==> src/rtl/rom_boot_ctrl_if.sv <==
// ---------------------------------------------------------------------------
// rom_boot_ctrl_if
// Bundles the boot controller's three conversations into one interface:
//   loader stream : ld_valid, ld_data, ld_last in; ld_ready out
//   ROM port      : rom_write_enable, rom_addr, rom_wdata, rom_read_enable out
//   CPU port      : cpu_addr, cpu_read_enable, cpu_halt in; cpu_reset, cpu_go out
// The master modport is the controller itself. The slave modport is the
// surrounding loader / ROM / CPU environment.
// ---------------------------------------------------------------------------
interface rom_boot_ctrl_if;
  logic        ld_valid;
  logic [31:0] ld_data;
  logic        ld_last;
  logic        ld_ready;

  logic        rom_write_enable;
  logic [31:0] rom_addr;
  logic [31:0] rom_wdata;
  logic        rom_read_enable;

  logic [31:0] cpu_addr;
  logic        cpu_read_enable;
  logic        cpu_halt;
  logic        cpu_reset;
  logic        cpu_go;

  modport master (
    input  ld_valid, ld_data, ld_last, cpu_addr, cpu_read_enable, cpu_halt,
    output ld_ready, rom_write_enable, rom_addr, rom_wdata, rom_read_enable,
           cpu_reset, cpu_go
  );

  modport slave (
    output ld_valid, ld_data, ld_last, cpu_addr, cpu_read_enable, cpu_halt,
    input  ld_ready, rom_write_enable, rom_addr, rom_wdata, rom_read_enable,
           cpu_reset, cpu_go
  );
endinterface

==> src/rtl/rom_boot_ctrl.sv <==
// ---------------------------------------------------------------------------
// rom_boot_ctrl
// Streams a program from a loader into the instruction ROM. It appends a
// zero terminator word unless the ROM filled up. It then holds the CPU in
// reset for RESET_HOLD cycles before letting it run. While the CPU runs, the
// ROM address and read strobe are handed straight through to the CPU.
//
// Ports:
//   clk, reset  : clock and synchronous active-high reset
//   start       : begin a (re)load; only honoured when idle or halted
//   bus         : loader / ROM / CPU signals (rom_boot_ctrl_if.master)
//   load_count  : words written by the last load, terminator excluded
//   err_full    : sticky, set when the ROM filled without ld_last
//   done        : high while the CPU is halted
// ---------------------------------------------------------------------------
module rom_boot_ctrl #(
  parameter int DEPTH      = 32,
  parameter int RESET_HOLD = 2
) (
  input  logic                   clk,
  input  logic                   reset,
  input  logic                   start,
  rom_boot_ctrl_if.master        bus,
  output logic [8:0]             load_count,
  output logic                   err_full,
  output logic                   done
);

  localparam int             PW       = $clog2(DEPTH);
  localparam logic [PW-1:0]  LastPtr  = PW'(DEPTH - 1);
  localparam logic [3:0]     HoldLast = 4'(RESET_HOLD - 1);

  typedef enum logic [2:0] {
    IDLE,
    LOAD,
    TERM,
    RELEASE,
    RUN,
    HALTED
  } state_t;

  state_t        state_q, state_d;
  logic [PW-1:0] wr_ptr_q, wr_ptr_d;
  logic [8:0]    load_count_q, load_count_d;
  logic          err_full_q, err_full_d;
  logic [3:0]    hold_q, hold_d;
  logic          wr_en_q, wr_en_d;
  logic [31:0]   wr_addr_q, wr_addr_d;
  logic [31:0]   wr_data_q, wr_data_d;
  logic [31:0]   ptr_addr;

  // Byte address of the word slot the write pointer currently names.
  assign ptr_addr = {{(30 - PW){1'b0}}, wr_ptr_q, 2'b00};

  assign load_count = load_count_q;
  assign err_full   = err_full_q;

  // All state registers. Reset also drops any ROM write that was staged on
  // the same edge, so an aborted load never lands a stray word.
  always_ff @(posedge clk) begin
    if (reset) begin
      state_q      <= IDLE;
      wr_ptr_q     <= '0;
      load_count_q <= '0;
      err_full_q   <= 1'b0;
      hold_q       <= '0;
      wr_en_q      <= 1'b0;
      wr_addr_q    <= '0;
      wr_data_q    <= '0;
    end else begin
      state_q      <= state_d;
      wr_ptr_q     <= wr_ptr_d;
      load_count_q <= load_count_d;
      err_full_q   <= err_full_d;
      hold_q       <= hold_d;
      wr_en_q      <= wr_en_d;
      wr_addr_q    <= wr_addr_d;
      wr_data_q    <= wr_data_d;
    end
  end

  // Next-state and output decode.
  // ROM writes are staged into wr_*_q, so every accepted word appears on the
  // ROM port one cycle after its handshake. Outside RUN the ROM port shows
  // the staged loader write. Inside RUN the CPU owns the address and read strobe.
  always_comb begin
    state_d              = state_q;
    wr_ptr_d             = wr_ptr_q;
    load_count_d         = load_count_q;
    err_full_d           = err_full_q;
    hold_d               = '0;
    wr_en_d              = 1'b0;
    wr_addr_d            = wr_addr_q;
    wr_data_d            = wr_data_q;

    bus.ld_ready         = 1'b0;
    bus.cpu_reset        = 1'b1;
    bus.cpu_go           = 1'b0;
    bus.rom_write_enable = wr_en_q;
    bus.rom_addr         = wr_addr_q;
    bus.rom_wdata        = wr_data_q;
    bus.rom_read_enable  = 1'b0;
    done                 = 1'b0;

    unique case (state_q)
      IDLE, HALTED: begin
        done = (state_q == HALTED);
        if (start) begin
          state_d      = LOAD;
          wr_ptr_d     = '0;
          load_count_d = '0;
          err_full_d   = 1'b0;
        end
      end

      LOAD: begin
        bus.ld_ready = 1'b1;
        if (bus.ld_valid) begin
          wr_en_d      = 1'b1;
          wr_addr_d    = ptr_addr;
          wr_data_d    = bus.ld_data;
          wr_ptr_d     = wr_ptr_q + 1'b1;
          load_count_d = load_count_q + 9'd1;
          // The last slot takes the final word, so no terminator fits.
          if (wr_ptr_q == LastPtr) begin
            state_d = RELEASE;
            if (!bus.ld_last) begin
              err_full_d = 1'b1;
            end
          end else if (bus.ld_last) begin
            state_d = TERM;
          end
        end
      end

      TERM: begin
        wr_en_d   = 1'b1;
        wr_addr_d = ptr_addr;
        wr_data_d = 32'h0;
        state_d   = RELEASE;
      end

      RELEASE: begin
        bus.cpu_go = 1'b1;
        hold_d     = hold_q + 4'd1;
        if (hold_q == HoldLast) begin
          hold_d  = '0;
          state_d = RUN;
        end
      end

      RUN: begin
        bus.cpu_go           = 1'b1;
        bus.cpu_reset        = 1'b0;
        bus.rom_write_enable = 1'b0;
        bus.rom_addr         = bus.cpu_addr;
        bus.rom_read_enable  = bus.cpu_read_enable;
        if (bus.cpu_halt) begin
          state_d = HALTED;
        end
      end

      default: begin
        state_d = IDLE;
      end
    endcase
  end

endmodule

==> src/flat_wrapper.sv <==
// flat-port wrapper written by rule: the top's interface ports become plain ports
module rom_boot_ctrl_flat 
#(
  parameter int DEPTH      = 32,
  parameter int RESET_HOLD = 2
)
  (clk, reset, start, load_count, err_full, done, bus_ld_valid, bus_ld_data, bus_ld_last, bus_cpu_addr, bus_cpu_read_enable, bus_cpu_halt, bus_ld_ready, bus_rom_write_enable, bus_rom_addr, bus_rom_wdata, bus_rom_read_enable, bus_cpu_reset, bus_cpu_go);
  rom_boot_ctrl_if bus_i ();
  input  logic clk;
  input  logic reset;
  input  logic start;
  output logic [8:0] load_count;
  output logic err_full;
  output logic done;
  input wire logic [$bits(bus_i.ld_valid)-1:0] bus_ld_valid;
  input wire logic [$bits(bus_i.ld_data)-1:0] bus_ld_data;
  input wire logic [$bits(bus_i.ld_last)-1:0] bus_ld_last;
  input wire logic [$bits(bus_i.cpu_addr)-1:0] bus_cpu_addr;
  input wire logic [$bits(bus_i.cpu_read_enable)-1:0] bus_cpu_read_enable;
  input wire logic [$bits(bus_i.cpu_halt)-1:0] bus_cpu_halt;
  output wire logic [$bits(bus_i.ld_ready)-1:0] bus_ld_ready;
  output wire logic [$bits(bus_i.rom_write_enable)-1:0] bus_rom_write_enable;
  output wire logic [$bits(bus_i.rom_addr)-1:0] bus_rom_addr;
  output wire logic [$bits(bus_i.rom_wdata)-1:0] bus_rom_wdata;
  output wire logic [$bits(bus_i.rom_read_enable)-1:0] bus_rom_read_enable;
  output wire logic [$bits(bus_i.cpu_reset)-1:0] bus_cpu_reset;
  output wire logic [$bits(bus_i.cpu_go)-1:0] bus_cpu_go;
  assign bus_i.ld_valid = bus_ld_valid;
  assign bus_i.ld_data = bus_ld_data;
  assign bus_i.ld_last = bus_ld_last;
  assign bus_i.cpu_addr = bus_cpu_addr;
  assign bus_i.cpu_read_enable = bus_cpu_read_enable;
  assign bus_i.cpu_halt = bus_cpu_halt;
  assign bus_ld_ready = bus_i.ld_ready;
  assign bus_rom_write_enable = bus_i.rom_write_enable;
  assign bus_rom_addr = bus_i.rom_addr;
  assign bus_rom_wdata = bus_i.rom_wdata;
  assign bus_rom_read_enable = bus_i.rom_read_enable;
  assign bus_cpu_reset = bus_i.cpu_reset;
  assign bus_cpu_go = bus_i.cpu_go;
  rom_boot_ctrl #(.DEPTH(DEPTH), .RESET_HOLD(RESET_HOLD)) u_core (.clk(clk), .reset(reset), .start(start), .bus(bus_i), .load_count(load_count), .err_full(err_full), .done(done));
endmodule
==> config.mk <==
export PLATFORM = sky130hd
export DESIGN_NAME = rom_boot_ctrl_flat
export DESIGN_NICKNAME = d
export VERILOG_FILES = /design/src/rtl/rom_boot_ctrl_if.sv /design/src/rtl/rom_boot_ctrl.sv /design/src/flat_wrapper.sv
export SDC_FILE = /design/constraint.sdc
export NUM_CORES = 1
export LEC_CHECK = 0
export BUFFER_PORTS_ARGS = -buffer_cell sky130_fd_sc_hd__clkbuf_2
export CAP_MARGIN = 20
export CELL_PAD_IN_SITES_DETAIL_PLACEMENT = 0
export CELL_PAD_IN_SITES_GLOBAL_PLACEMENT = 1
export CORE_ASPECT_RATIO = 0.9
export CORE_MARGIN = 10
export CORE_UTILIZATION = 33
export CTS_BUF_LIST = sky130_fd_sc_hd__clkbuf_16
export CTS_CLUSTER_SIZE = 16
export DETAILED_ROUTE_END_ITERATION = 8
export GPL_ROUTABILITY_DRIVEN = 1
export HOLD_SLACK_MARGIN = 0.05
export PLACE_DENSITY_LB_ADDON = 0.1
export SLEW_MARGIN = 20
export SYNTH_ARGS = -nofsm -noshare
export SYNTH_HDL_FRONTEND = slang
export SYNTH_SLANG_ARGS = --single-unit
==> constraint.sdc <==
create_clock -name clk -period 2.4 [get_ports clk]
set_input_delay 0.24 -clock clk [delete_from_list [all_inputs] [get_ports clk]]
set_output_delay 0.24 -clock clk [all_outputs]
set_load 0.05 [all_outputs]
==> metrics.txt <==
period utilisation layout=91.1%; crit path max fanout=23; Worst Min Path Start=bus_ld_data[3]; post-CTS setup buffer count=0; clock sink count=60; worst slew pin tran=520 ps; crit start category=register; Worst Reg-to-Reg Cells=4; crit path from=u_core.state_q[0]; Setup TNS=0 ps; Mapped Nets=427; status=finished clean; htree depth=3; num ports=151; gp weighted congestion=0.740; Cells after Synth=351; Worst VDD drop=512 uV; RSZ-0062 raised after global routing=no; share of the synthesized area in the top cell type=43.4%; placed wire-length estimate=7.31 mm; largest net degree at the start of global routing=34; Layout area overhead=55.7%; hold path depth=3; floorplan die height=107 um; Detailed Routing Iterations Pass 1=4; CTS buffer count=9; final setup fails=0; drc violations=0; Post-synth EDFFs=0; CTS Hold Buffers Added=0; FFs w/ async S/R, synth=0%; number of global-route vias before repair=2739; # diodes=0; vias per cell=4.76; Non-Filler Instances=599; total power=0.00423 W; first-pass GRT wire length=14.4 mm; Clock transition at path regs=50 ps; power per cell area=981 nW/um^2; capturing point of the worst reg2reg path=u_core.load_count[5]; Slew Viols, Final=0; Fin Hold WS=132 ps; number of routed nets with antenna violations=0; Seq/Total Area, Yosys=43.4%; Clock Path Buffers=2; Synth top cells by count=nand2_1, dfxtp_1, a21oi_1, and2_1, nor2_1; pre-CTS WS=441 ps; syn_area_per_cell=7.89 sq um; clock period minus worst slack=2190 ps; r2r setup slk=430 ps; Iter 0 DRT Violations=181; Cell Count Post-Placement=584; cts repair resizes=0; crit path DAT=1950 ps; clk_lat worst skew=320 ps; top cells by area, synth=dfxtp_1, nand2_1, a21oi_1, and2_1, mux2i_1; Max Cap Viol=0; gr ovfl total=0; Tot GR Track Use=14.3%; Die W=117 um; Crit Path Category=reg -> out; core area=8110 sq um; Vias=2853; clock skew=10.9 ps; CTS tree=done; count leader, synth=nand2_1; Synth cell types=43; Synth area leader=dfxtp_1; Hold Path Class=in -> reg; die area=12500 sq um; Synth Register Bits=60; Max Clk Rate=0.457 GHz; port buffer count=150; post-route setup slack=213 ps; worst hold endpoint=u_core.bus.rom_wdata[3]; final hold vios=0; Initial Utilization=34.1%; dominant synthesized flop cell=dfxtp_1; Yosys Warn Count=0; FILL cells=802; leak pwr=1.89 nW; initial antenna violation count=0; drt wl/cell=15.7 um; Data required, critical path=2160 ps; Crit. End Element=output port; Reg2Reg Launch Point=u_core.state_q[0]; share of post-route cells with drive strength above 1=35.0%; NumNets Final=572; Total Wirelength=9.39 mm; slew margin rel.=65.3%; synthesized cell area=2770 sq um; Root Buffer=clkbuf_16; Rows=31
==> worst max path at each step <==
stage	to	slack (ps)	cells past startpoint
2_1_floorplan	u_core.err_full	120	6
3_3_place_gp	u_core.hold_q[2]	520	4
3_5_place_dp	u_core.load_count[5]	440	4
4_1_cts	bus_rom_addr[6]	100	6
5_1_grt	bus_rom_addr[6]	20	6
6_report	bus_rom_addr[3]	210	6
==> cells in the final DEF, fill, tap and decap left out, drive strengths merged, types with 2 or more instances in the layout <==
cell      netlist  final
mux2i           8      8
or4             4      4
buf            11     36
nand4           3      3
dfxtp          60     60
and2           31     31
a41oi           2      2
ha              5      5
clkbuf         12    130
nand3           4      4
nor2b           3      3
o21a            2      2
nand2          91     91
a31oi           2      2
nand2b          7      7
nor2           16     16
clkinv          1      4
clkinvlp        0      3
nand3b          3      3
and3            4      4
o21ai           7      7
inv             4      4
a21oi          44     44
nor4b           2      2
nor3b           3      3
xor2            4      4
o31ai           5      5
==> per-layer routing <==
layer,wire [um],track usage (%)
met1,4260,17.8
met2,4290,22.7
met3,776,5.52
met4,61,3.70
met5,0,0
==> cell type report <==
class | count | area [sq um] | share of cell area (%)
Clock inverter | 6 | 32.5 | 0.755
Inverter | 5 | 22.5 | 0.523
Clock buffer | 9 | 225 | 5.23
Timing Repair Buffer | 157 | 1250 | 29.0
Sequential cell | 60 | 1200 | 27.9
Multi-Input combinational cell | 263 | 1450 | 33.7
Tap cell | 99 | 124 | 2.88
==> sequential cells by signal, summed over array words and instances, names as in the netlist <==
name                  cells
u_core.bus.rom_wdata     32
u_core.err_full           1
u_core.hold_q             4
u_core.load_count         9
u_core.state_q            3
u_core.wr_addr_q          5
u_core.wr_en_q            1
u_core.wr_ptr_q           5
==> kinds of logic (layout without fill, tap and decap cells) <==
| logic type | Yosys count | in the layout | synth area share, % |
|---|---|---|---|
| and+or+nand+nor | 177 | 177 | 31.6 |
| adders and majority gates | 5 | 5 | 2.26 |
| muxes | 8 | 8 | 2.89 |
| DFF | 60 | 60 | 43.4 |
| xor gates and xnor gates | 5 | 5 | 1.58 |
| buffers and inverters | 28 | 177 | 4.16 |
| AOI/OAI and AO/OA | 68 | 68 | 14.1 |
==> worst max-delay path, cell delays in order, from the launching register on <==
cell and delay, ps:
dfxtp_1 470, nor3b_2 250, buf_4 260, clkinvlp_4 230
nand2_1 130, nand2_1 60, clkbuf_2 240
==> through the flow <==
| stage | utilization [%] | area, sq um |
|---|---|---|
| floorplan | - | 2770 |
| global placement | 49.9 | 4050 |
| detailed placement | 49.9 | 4050 |
| CTS | 53.1 | 4300 |
| global route | 53.1 | 4310 |
| finish | 53.1 | 4310 |
==> power breakdown <==
group	total, W	switching, W	internal (W)	leakage, nW
logic	0.00192	0.00126	0.000667	1.28
registers	0.00119	0.0000923	0.00110	0.485
clock network	0.00111	0.000432	0.000679	0.122
total	0.00423	0.00178	0.00245	1.89
Note: power is estimated with default switching activity, not from simulation.
